File: src/rtl/rsa_modexp_core_if.sv
// Operand, handshake and status bundle for rsa_modexp_core.
// The req_enable/req_disable power requests exist only when RSA_PWR_CTRL_EN is defined.
interface rsa_modexp_core_if #(
    parameter int DATA_WIDTH = 9
);
    localparam int T_WIDTH = $clog2(DATA_WIDTH);

    logic                  ce;
    logic                  start;
    logic                  abort;
    logic                  op_mul;
    logic [DATA_WIDTH-1:0] c;
    logic [DATA_WIDTH-1:0] d;
    logic [T_WIDTH-1:0]    t_sub_1;
    logic [DATA_WIDTH-1:0] r2_mod_n;
    logic [DATA_WIDTH-1:0] n;
    logic                  ready;
    logic                  busy;
    logic [DATA_WIDTH-1:0] m;
    logic                  done;
    logic                  err;
`ifdef RSA_PWR_CTRL_EN
    logic                  req_enable;
    logic                  req_disable;

    modport master (
        output ce, start, abort, op_mul, c, d, t_sub_1, r2_mod_n, n, req_enable, req_disable,
        input  ready, busy, m, done, err
    );
    modport slave (
        input  ce, start, abort, op_mul, c, d, t_sub_1, r2_mod_n, n, req_enable, req_disable,
        output ready, busy, m, done, err
    );
`else
    modport master (
        output ce, start, abort, op_mul, c, d, t_sub_1, r2_mod_n, n,
        input  ready, busy, m, done, err
    );
    modport slave (
        input  ce, start, abort, op_mul, c, d, t_sub_1, r2_mod_n, n,
        output ready, busy, m, done, err
    );
`endif
endinterface

File: src/rtl/rsa_modexp_core.sv
// Radix-2 Montgomery core: m = c^d mod n (op_mul=0) or m = c*d mod n (op_mul=1).
// Defining RSA_PWR_CTRL_EN adds an OFF state driven by req_disable/req_enable.
module rsa_modexp_core #(
    parameter int DATA_WIDTH = 9
) (
    input logic              clk,
    input logic              rst,
    rsa_modexp_core_if.slave bus
);
    localparam int T_WIDTH = $clog2(DATA_WIDTH);
    localparam int K       = DATA_WIDTH + 2;
    localparam int CW      = $clog2(K + 1);
    localparam int SW      = DATA_WIDTH + 2;
    localparam logic [CW-1:0]    K_LAST  = CW'(K);
    localparam logic [T_WIDTH:0] T_LIMIT = (T_WIDTH + 1)'(DATA_WIDTH);

    typedef enum logic [2:0] {
        IDLE, CHK, PRE, SQR, MUL, POST, FIN
`ifdef RSA_PWR_CTRL_EN
        , OFF
`endif
    } state_t;

    state_t                state, state_next;
    logic [CW-1:0]         cnt;
    logic                  op_mul_r, chk_fail, done_r, err_r;
    logic [DATA_WIDTH-1:0] c_r, d_r, r2_r, n_r, m_r;
    logic [T_WIDTH-1:0]    t_r, bit_idx;
    logic [SW-1:0]         s, a_sh, b_r, cb, s_step, s_red, n_ext;
    logic [SW:0]           sum_ab;
    logic                  in_mm, mm_last, operands_bad, accept;

    assign n_ext        = SW'(n_r);
    assign in_mm        = (state == PRE) || (state == SQR) || (state == MUL) || (state == POST);
    assign mm_last      = in_mm && (cnt == K_LAST);
    assign operands_bad = !n_r[0] || (n_r < DATA_WIDTH'(3)) || ({1'b0, t_r} >= T_LIMIT);
    assign accept       = (state == IDLE) && (state_next == CHK);

    // With n odd and S+a_i*b odd, (S+a_i*b+n)/2 = (S+a_i*b)>>1 + (n>>1) + 1, so no wide add is needed
    always_comb begin
        sum_ab = {1'b0, s} + (a_sh[0] ? {1'b0, b_r} : '0);
        s_step = sum_ab[SW:1] + (sum_ab[0] ? SW'(n_r[DATA_WIDTH-1:1]) + SW'(1) : '0);
        s_red  = (s >= n_ext) ? s - n_ext : s;
    end

    always_comb begin
        state_next = state;
        case (state)
            IDLE: begin
                if (bus.start) state_next = CHK;
`ifdef RSA_PWR_CTRL_EN
                if (bus.req_disable) state_next = OFF;
`endif
            end
            CHK:  state_next = operands_bad ? FIN : PRE;
            PRE:  if (mm_last) state_next = (op_mul_r || t_r == '0) ? POST : SQR;
            SQR: begin
                if (mm_last) begin
                    if (d_r[bit_idx])         state_next = MUL;
                    else if (bit_idx == '0)   state_next = POST;
                end
            end
            MUL:  if (mm_last) state_next = (bit_idx == '0) ? POST : SQR;
            POST: if (mm_last) state_next = FIN;
            FIN:  state_next = IDLE;
`ifdef RSA_PWR_CTRL_EN
            OFF:  if (bus.req_enable) state_next = IDLE;
`endif
            default: state_next = IDLE;
        endcase
        if (bus.abort) state_next = IDLE;
    end

    always_ff @(posedge clk) begin
        if (rst)         state <= IDLE;
        else if (bus.ce) state <= state_next;
    end

    // Each multiply spends cnt==0 loading operands, then K shift/accumulate steps
    always_ff @(posedge clk) begin
        if (rst) begin
            cnt      <= '0;
            op_mul_r <= 1'b0;
            chk_fail <= 1'b0;
            done_r   <= 1'b0;
            err_r    <= 1'b0;
            c_r      <= '0;
            d_r      <= '0;
            r2_r     <= '0;
            n_r      <= '0;
            m_r      <= '0;
            t_r      <= '0;
            bit_idx  <= '0;
            s        <= '0;
            a_sh     <= '0;
            b_r      <= '0;
            cb       <= '0;
        end else if (bus.ce) begin
            done_r <= 1'b0;
            err_r  <= 1'b0;
            cnt    <= (in_mm && !mm_last && !bus.abort) ? cnt + 1'b1 : '0;
            if (accept) begin
                op_mul_r <= bus.op_mul;
                c_r      <= bus.c;
                d_r      <= bus.d;
                t_r      <= bus.t_sub_1;
                r2_r     <= bus.r2_mod_n;
                n_r      <= bus.n;
            end
            if (state == CHK) chk_fail <= operands_bad;
            if (in_mm && cnt == '0) begin
                s <= '0;
                case (state)
                    PRE: begin
                        a_sh <= SW'(c_r);
                        b_r  <= SW'(r2_r);
                    end
                    SQR: begin
                        a_sh <= s;
                        b_r  <= s;
                    end
                    MUL: begin
                        a_sh <= s;
                        b_r  <= cb;
                    end
                    default: begin
                        a_sh <= op_mul_r ? cb : s;
                        b_r  <= op_mul_r ? SW'(d_r) : SW'(1);
                    end
                endcase
            end else if (in_mm) begin
                s    <= s_step;
                a_sh <= a_sh >> 1;
            end
            if (state == PRE && mm_last) begin
                cb      <= s_step;
                bit_idx <= t_r - 1'b1;
            end
            if (state == SQR && mm_last && !d_r[bit_idx] && bit_idx != '0) bit_idx <= bit_idx - 1'b1;
            if (state == MUL && mm_last && bit_idx != '0) bit_idx <= bit_idx - 1'b1;
            if (state == FIN && !bus.abort) begin
                done_r <= 1'b1;
                err_r  <= chk_fail;
                m_r    <= chk_fail ? '0 : s_red[DATA_WIDTH-1:0];
            end
        end
    end

    assign bus.ready = (state == IDLE);
`ifdef RSA_PWR_CTRL_EN
    assign bus.busy  = (state != IDLE) && (state != OFF);
`else
    assign bus.busy  = (state != IDLE);
`endif
    assign bus.m     = m_r;
    assign bus.done  = done_r;
    assign bus.err   = err_r;
endmodule

File: src/flat_wrapper.sv
// flat-port wrapper written by rule: the top's interface ports become plain ports
module rsa_modexp_core_flat 
#(
    parameter int DATA_WIDTH = 9
)
  (clk, rst, bus_ce, bus_start, bus_abort, bus_op_mul, bus_c, bus_d, bus_t_sub_1, bus_r2_mod_n, bus_n, bus_ready, bus_busy, bus_m, bus_done, bus_err);
  rsa_modexp_core_if #(.DATA_WIDTH(DATA_WIDTH)) bus_i ();
  input logic clk;
  input logic rst;
  input wire logic [$bits(bus_i.ce)-1:0] bus_ce;
  input wire logic [$bits(bus_i.start)-1:0] bus_start;
  input wire logic [$bits(bus_i.abort)-1:0] bus_abort;
  input wire logic [$bits(bus_i.op_mul)-1:0] bus_op_mul;
  input wire logic [$bits(bus_i.c)-1:0] bus_c;
  input wire logic [$bits(bus_i.d)-1:0] bus_d;
  input wire logic [$bits(bus_i.t_sub_1)-1:0] bus_t_sub_1;
  input wire logic [$bits(bus_i.r2_mod_n)-1:0] bus_r2_mod_n;
  input wire logic [$bits(bus_i.n)-1:0] bus_n;
  output wire logic [$bits(bus_i.ready)-1:0] bus_ready;
  output wire logic [$bits(bus_i.busy)-1:0] bus_busy;
  output wire logic [$bits(bus_i.m)-1:0] bus_m;
  output wire logic [$bits(bus_i.done)-1:0] bus_done;
  output wire logic [$bits(bus_i.err)-1:0] bus_err;
  assign bus_i.ce = bus_ce;
  assign bus_i.start = bus_start;
  assign bus_i.abort = bus_abort;
  assign bus_i.op_mul = bus_op_mul;
  assign bus_i.c = bus_c;
  assign bus_i.d = bus_d;
  assign bus_i.t_sub_1 = bus_t_sub_1;
  assign bus_i.r2_mod_n = bus_r2_mod_n;
  assign bus_i.n = bus_n;
  assign bus_ready = bus_i.ready;
  assign bus_busy = bus_i.busy;
  assign bus_m = bus_i.m;
  assign bus_done = bus_i.done;
  assign bus_err = bus_i.err;
  rsa_modexp_core #(.DATA_WIDTH(DATA_WIDTH)) u_core (.clk(clk), .rst(rst), .bus(bus_i));
endmodule
File: config.mk
export PLATFORM = sky130hd
export DESIGN_NAME = rsa_modexp_core_flat
export DESIGN_NICKNAME = d
export VERILOG_FILES = /design/src/rtl/rsa_modexp_core_if.sv /design/src/rtl/rsa_modexp_core.sv /design/src/flat_wrapper.sv
export SDC_FILE = /design/constraint.sdc
export NUM_CORES = 1
export LEC_CHECK = 0
export CORE_MARGIN = 2
export CORE_UTILIZATION = 35
export CTS_CLUSTER_DIAMETER = 50
export DETAILED_ROUTE_END_ITERATION = 6
export PLACE_DENSITY = 0.51
export SLEW_MARGIN = 20
export SYNTH_ARGS = -nofsm -noshare
export SYNTH_HDL_FRONTEND = slang
export SYNTH_SLANG_ARGS = --single-unit
File: constraint.sdc
create_clock -name clk -period 7.5 [get_ports clk]
set_input_delay 0.75 -clock clk [delete_from_list [all_inputs] [get_ports clk]]
set_output_delay 0.75 -clock clk [all_outputs]
set_load 0.01 [all_outputs]
=== After elaboration in Yosys (flattened, before gate mapping) ===
Cells that the tools add are included.

* ROM bits: 0
* Register bits: 108
* Bits of input ports: 46
* Memories: 0
* Memory bits (writable): 0
* Latch bits: 0
* Logic and storage cells: 106

* Magnitude comparators: 4
* Divide/modulo/power cells: 0
* Bitwise operators: 0
* Shift-type cells: 0
* Muxes and demuxes: 32
* Eq/ne operators: 8
* Add/subtract/negate cells: 7
* Reductions and logical operators: 38
* Multipliers: 0

{| class="wikitable"
|+ Operators with widths
! operator !! number
|-
| 11-bit 2-to-1 mux || 7
|-
| 3-bit 2-to-1 mux || 11
|-
| 11-bit case mux with 3 select lines || 1
|-
| 9-bit 2-to-1 mux || 3
|-
| 11-bit case mux with 2 select lines || 1
|-
| 3-bit case mux with 6 select lines || 1
|-
| 4-bit 2-to-1 mux || 4
|-
| 2-bit AND reduction || 7
|-
| 11-bit by 11-bit adder with 12-bit output || 1
|-
| 1-bit logical AND || 12
|-
| 4-bit zero test || 3
|-
| 11-bit adder || 1
|-
| 11-bit by 9-bit >= comparator with 1-bit output || 1
|-
| 8-bit by 1-bit adder with 9-bit output, second input constant || 1
|-
| 3-bit == test, second input constant || 3
|-
| 9-bit by 2-bit < comparator with 1-bit output, second input constant || 1
|-
| 9-bit subtractor || 1
|-
| 4-bit by 1-bit subtractor with 4-bit output, second input constant || 2
|-
| 3-bit by 1-bit == test with 1-bit output, second input constant || 2
|-
| 3-bit by 2-bit == test with 1-bit output, second input constant || 2
|-
| 1-bit logical OR || 6
|-
| 3-bit nonzero test || 2
|-
| 4-bit by 5-bit < comparator with 1-bit output, second input constant || 1
|-
| 4-bit by 1-bit adder with 4-bit output, second input constant || 1
|-
| other kinds (9) || 14
|}

=== Longest topological paths before layout ===
* Depth in word-level cells: 11
* Gate-level depth with buffers: 16

=== Worst setup path before layout ===
No wires, ideal clock.

* Kind: register to register
* Start point: register u_core.a_sh[0]
* End point: register u_core.s[10]
* Library setup time: 96 ps
* Path buffers: 1
* Period minus slack after synthesis: 3444 ps
* Arrival time: 3348 ps
* Stages on the path, launching flop included: 16
* Path slack: 4056 ps
* Required time: 7404 ps
* Cell sequence: dfxtp_1 -> clkbuf_1 -> and2_1 -> ha_1 -> fa_1 -> a21o_1 -> a21oi_1 -> xnor2_1 -> ha_1 -> o21a_1 -> o31a_1 -> o31a_1 -> o31a_1 -> o21ai_1 -> xnor2_1 -> o41ai_2

* Longest elaborated chain between the ends: 6

{| class="wikitable"
|+ RTL lines
! what !! line !! RTL
|-
| from (decl) || rsa_modexp_core.sv:29 || <nowiki>logic [SW-1:0] s, a_sh, b_r, cb, s_step, s_red, n_ext;</nowiki>
|-
| from (signal assigned) || rsa_modexp_core.sv:115 || <nowiki>a_sh <= SW'(c_r);</nowiki>
|-
| from (signal assigned) || rsa_modexp_core.sv:119 || <nowiki>a_sh <= s;</nowiki>
|-
| from (signal assigned) || rsa_modexp_core.sv:123 || <nowiki>a_sh <= s;</nowiki>
|-
| 11-bit 2-to-1 mux (*) || rsa_modexp_core.sv:41 || <nowiki>sum_ab = {1'b0, s} + (a_sh[0] ? {1'b0, b_r} : '0);</nowiki>
|-
| 11-bit by 11-bit adder with 12-bit output (*) || rsa_modexp_core.sv:41 ||
|-
| 11-bit 2-to-1 mux || rsa_modexp_core.sv:42 || <nowiki>s_step = sum_ab[SW:1] + (sum_ab[0] ? SW'(n_r[DATA_WIDTH-1:1]) + SW'(1) : '0);</nowiki>
|-
| 11-bit adder (*) || rsa_modexp_core.sv:42 ||
|-
| 11-bit 2-to-1 mux (*) || rsa_modexp_core.sv:131 || <nowiki>end else if (in_mm) begin</nowiki>
|-
| 11-bit 2-to-1 mux (*) || rsa_modexp_core.sv:111 || <nowiki>if (in_mm && cnt == '0) begin</nowiki>
|-
| to (signal assigned) || rsa_modexp_core.sv:132 || <nowiki>s <= s_step;</nowiki>
|-
| to (decl) || rsa_modexp_core.sv:29 ||
|}

Mark *: on every way between the ends. The rest lies on a longest branch, timed or not. The select of a mux whose other input is x is not followed.
A chain may end at the register's enable or synchronous reset.

=== Final worst setup path ===
Same ends and word-level chain as after synthesis.

==> metrics.yaml <==
run_status:
  outcome: "finished clean"
synthesis:
  synth-seq-area-share: 0.338
  syn_area_um2: 6400
  syn_inst: 811
  synth-warning-count: 0
  synth_ff_type: "dfxtp_1"
  synth_area_per_cell_um2: 7.90
  async_reset_ff_frac: 0
  ys_seq_elements: 108
  synth_cell_types: 68
  synth-edff-count: 0
  synth_nets: 897
worst_setup_path:
  timing.rr.end: "u_core.s[10]$_SDFFE_PP0P_"
  crit_buf_inv: 0
  arrival_ps: 3990
  crit_slowest_cell: "fa_1"
  reg2reg_from: "u_core.a_sh[0]$_SDFFE_PP0P_"
  crit_type: "reg2reg"
  r2r_setup_slack_ps: 3770
  critPathLaunchType: "register"
  crit_family: "compound AO/OA/AOI/OAI gates"
  cp-startpoint: "u_core.a_sh[0]$_SDFFE_PP0P_"
  slowest_delay_ps: 440
  crit_fanout: 12
  cp.depth: 14
  end_kind: "register"
  crit_top_cell: "o31a_1"
  cp_cell_sequence: "and2_1 -> ha_1 -> fa_1 -> a21o_1 -> a21oi_1 -> xnor2_1 -> ha_1 -> o21a_1 -> o31a_1 -> o31a_1 -> o31a_1 -> o21ai_1 -> xnor2_1 -> o41ai_2"
  reg2reg_depth: 14
  required_ps: 7760
worst_hold_path:
  worstHoldStart: "u_core.r2_r[2]$_SDFFE_PP0P_"
  holdPathEnd: "u_core.r2_r[2]$_SDFFE_PP0P_"
  whs_path_depth: 2
  worstHoldPathType: "reg2reg"
sta:
  slew_headroom: 0.302
  worst_pin_slew_ps: 1040
  fmax_ghz: 0.268
  slew_viol_final: 0
  finalSetupTns_ps: 0
  finalHoldViolCount: 0
  setup_viol: 0
  finalCriticalPeriod_ps: 3730
  period_share: 0.497
  fin_worst_skew_ps: 8.78
  rsz0062_at_grt: "false"
power:
  power.density_nw_per_um2: 159
  ir_drop_v: 0.000120
  p_leak_nw: 2.75
  power.switching_mw: 0.312
  p_sw_frac: 0.265
  combinationalPowerShare: 0.099
  p_clk_frac: 0.397
  p_int_mw: 0.867
  p_seq_frac: 0.504
global_route:
  antenna_found_initial: 0
  grt_pass1_wl_mm: 30.0
  grt.total_usage: 0.194
  grt_max_degree: 79
  grt_pass1_vias: 5430
  grt_remaining_overflow: 0
clock_network:
  cts_made_buffers: 9
  clock_path_buffers: 2
  cts_tree: "yes"
  cts_num_sinks: 108
  post_cts_resized: 0
  cts-root-buf: "clkbuf_16"
  clk_pin_slew_ps: 70
  clk_latency_ps: 360
  post_cts_buffers: 0
  ctsHtreeMaxLevel: 3
  hold_buffers: 0
detailed_routing:
  drt_pass1_iterations: 5
  drtIter0Drc: 596
  wl_per_cell_um: 18.0
  ant_nets: 0
  wirelength_mm: 19.4
  drc_errors: 0
  viasPerCell: 5.52
  vias: 5949
layout:
  fin_nets: 929
  num_antenna_cells: 0
  drive_gt1_frac: 0.0507
  instances_no_fill: 1077
  syn_to_final_growth_pct: 15.8
floorplan:
  die_h_um: 139
  pin_count: 59
  placementRows: 49
  die-area_um2: 19400
  start_util: 0.357
  die_x_um: 139
  core_um2: 18000
flow_run:
  drv_cap: 0
placement:
  dp_hpwl_mm: 14.5
  gp_congestion: 0.868
  io_buffers: 58
  dp_cells: 1061
-- logic make-up after synthesis --
family	Yosys count	synth area share
AOI/OAI and AO/OA	232	0.239
xor gates and xnor gates	24	0.0328
adders and majority gates	40	0.0817
buffers and inverters	72	0.0488
DFF	108	0.338
muxes	12	0.0229
and+or+nand+nor	323	0.237
-- power by group through the flow --
stage / registers (mW) / logic (mW) / clock network [mW]
CTS: 0.594 / 0.117 / 0.478
detailed placement: 0.608 / 0.117 / 0
finish: 0.594 / 0.117 / 0.468
global placement: 0.607 / 0.115 / 0
floorplan: 0.601 / 0.0749 / 0
global route: 0.595 / 0.129 / 0.502
-- worst max-delay path by stage --
stage / end / slack (ps)
2_1_floorplan: u_core.s[10]$_SDFFE_PP0P_ / 4060
3_3_place_gp: u_core.s[10]$_SDFFE_PP0P_ / 3900
3_5_place_dp: u_core.s[10]$_SDFFE_PP0P_ / 3800
4_1_cts: u_core.s[10]$_SDFFE_PP0P_ / 3770
5_1_grt: u_core.s[10]$_SDFFE_PP0P_ / 3530
6_report: u_core.s[10]$_SDFFE_PP0P_ / 3770
-- sequential cells by signal (all words and copies together), names as in the netlist, 3 cells and up --
signal	cells
u_core.r2_r	9
u_core.d_r	9
u_core.n_r	9
u_core.cnt	4
u_core.a_sh	11
u_core.t_r	4
u_core.c_r	9
u_core.s	11
u_core.state	3
u_core.cb	11
u_core.b_r	11
u_core.bus.m	9
u_core.bit_idx	4
-- area by class of cell --
cell class | instances | area, um^2
Inverter | 28 | 105
Clock inverter | 7 | 60.1
Multi-Input combinational cell | 631 | 3950
Fill cell | 1814 | 10500
Sequential cell | 108 | 2160
Clock buffer | 9 | 225
Timing Repair Buffer | 65 | 631
Tap cell | 229 | 287
-- cells in the mapped netlist, types with 15 or more instances --
cell,n,area share
a22oi_1,15,0.018
dfxtp_1,108,0.34
nor2_1,71,0.042
ha_1,37,0.072
a21oi_1,93,0.073
nor4_1,15,0.015
o21ai_0,27,0.021
clkbuf_1,33,0.019
nor3_1,25,0.020
inv_1,28,0.016
xnor2_1,15,0.021
and2_1,18,0.018
nand2_1,133,0.078
-- metrics by stage --
step	hold WS, ps	area, um^2	util	worst slack, ps	power, mW
after floorplan	431	6400	-	4060	0.676
after global placement	440	7120	0.396	3900	0.722
after detailed placement	452	7130	0.397	3800	0.724
after CTS	464	7410	0.413	3770	1.19
after global routing	488	7410	0.413	3530	1.23
final	461	7410	0.413	3770	1.18
-- per-layer routing --
layer	share of wire	vias to the layer above	GRT usage
met1	0.48	2804	0.275
met4	0.023	0	0.0702
met3	0.040	24	0.0234
li1	-	2963	-
met2	0.46	158	0.305
met5	0	-	0
-- cell usage in the layout (no fill, tap or decap), drive strengths merged, types with 4 or more instances in the layout --
master,instances
o21a,8
a221o,10
a21o,7
a221oi,7
inv,30
nor2b,10
mux2i,9
and2,18
a211oi,14
dfxtp,108
o211ai,5
a222oi,4
clkinv,4
clkdlybuf4s50,57
o21ai,30
nand2,133
clkbuf,9
a21oi,99
xnor2,15
nand2b,9
nor2,71
nand3b,7
buf,8
a2111oi,5
o31ai,4
a31oi,4
nor4,16
nor3,26
xor2,9
a22oi,15
nand3,12
ha,37
-- tightest hold or removal path, stage by stage (launching register included) --
cell	delay, ps
dfxtp_1	310
nand2_1	50
a21oi_1	50
(Power assumes the default switching activity.)
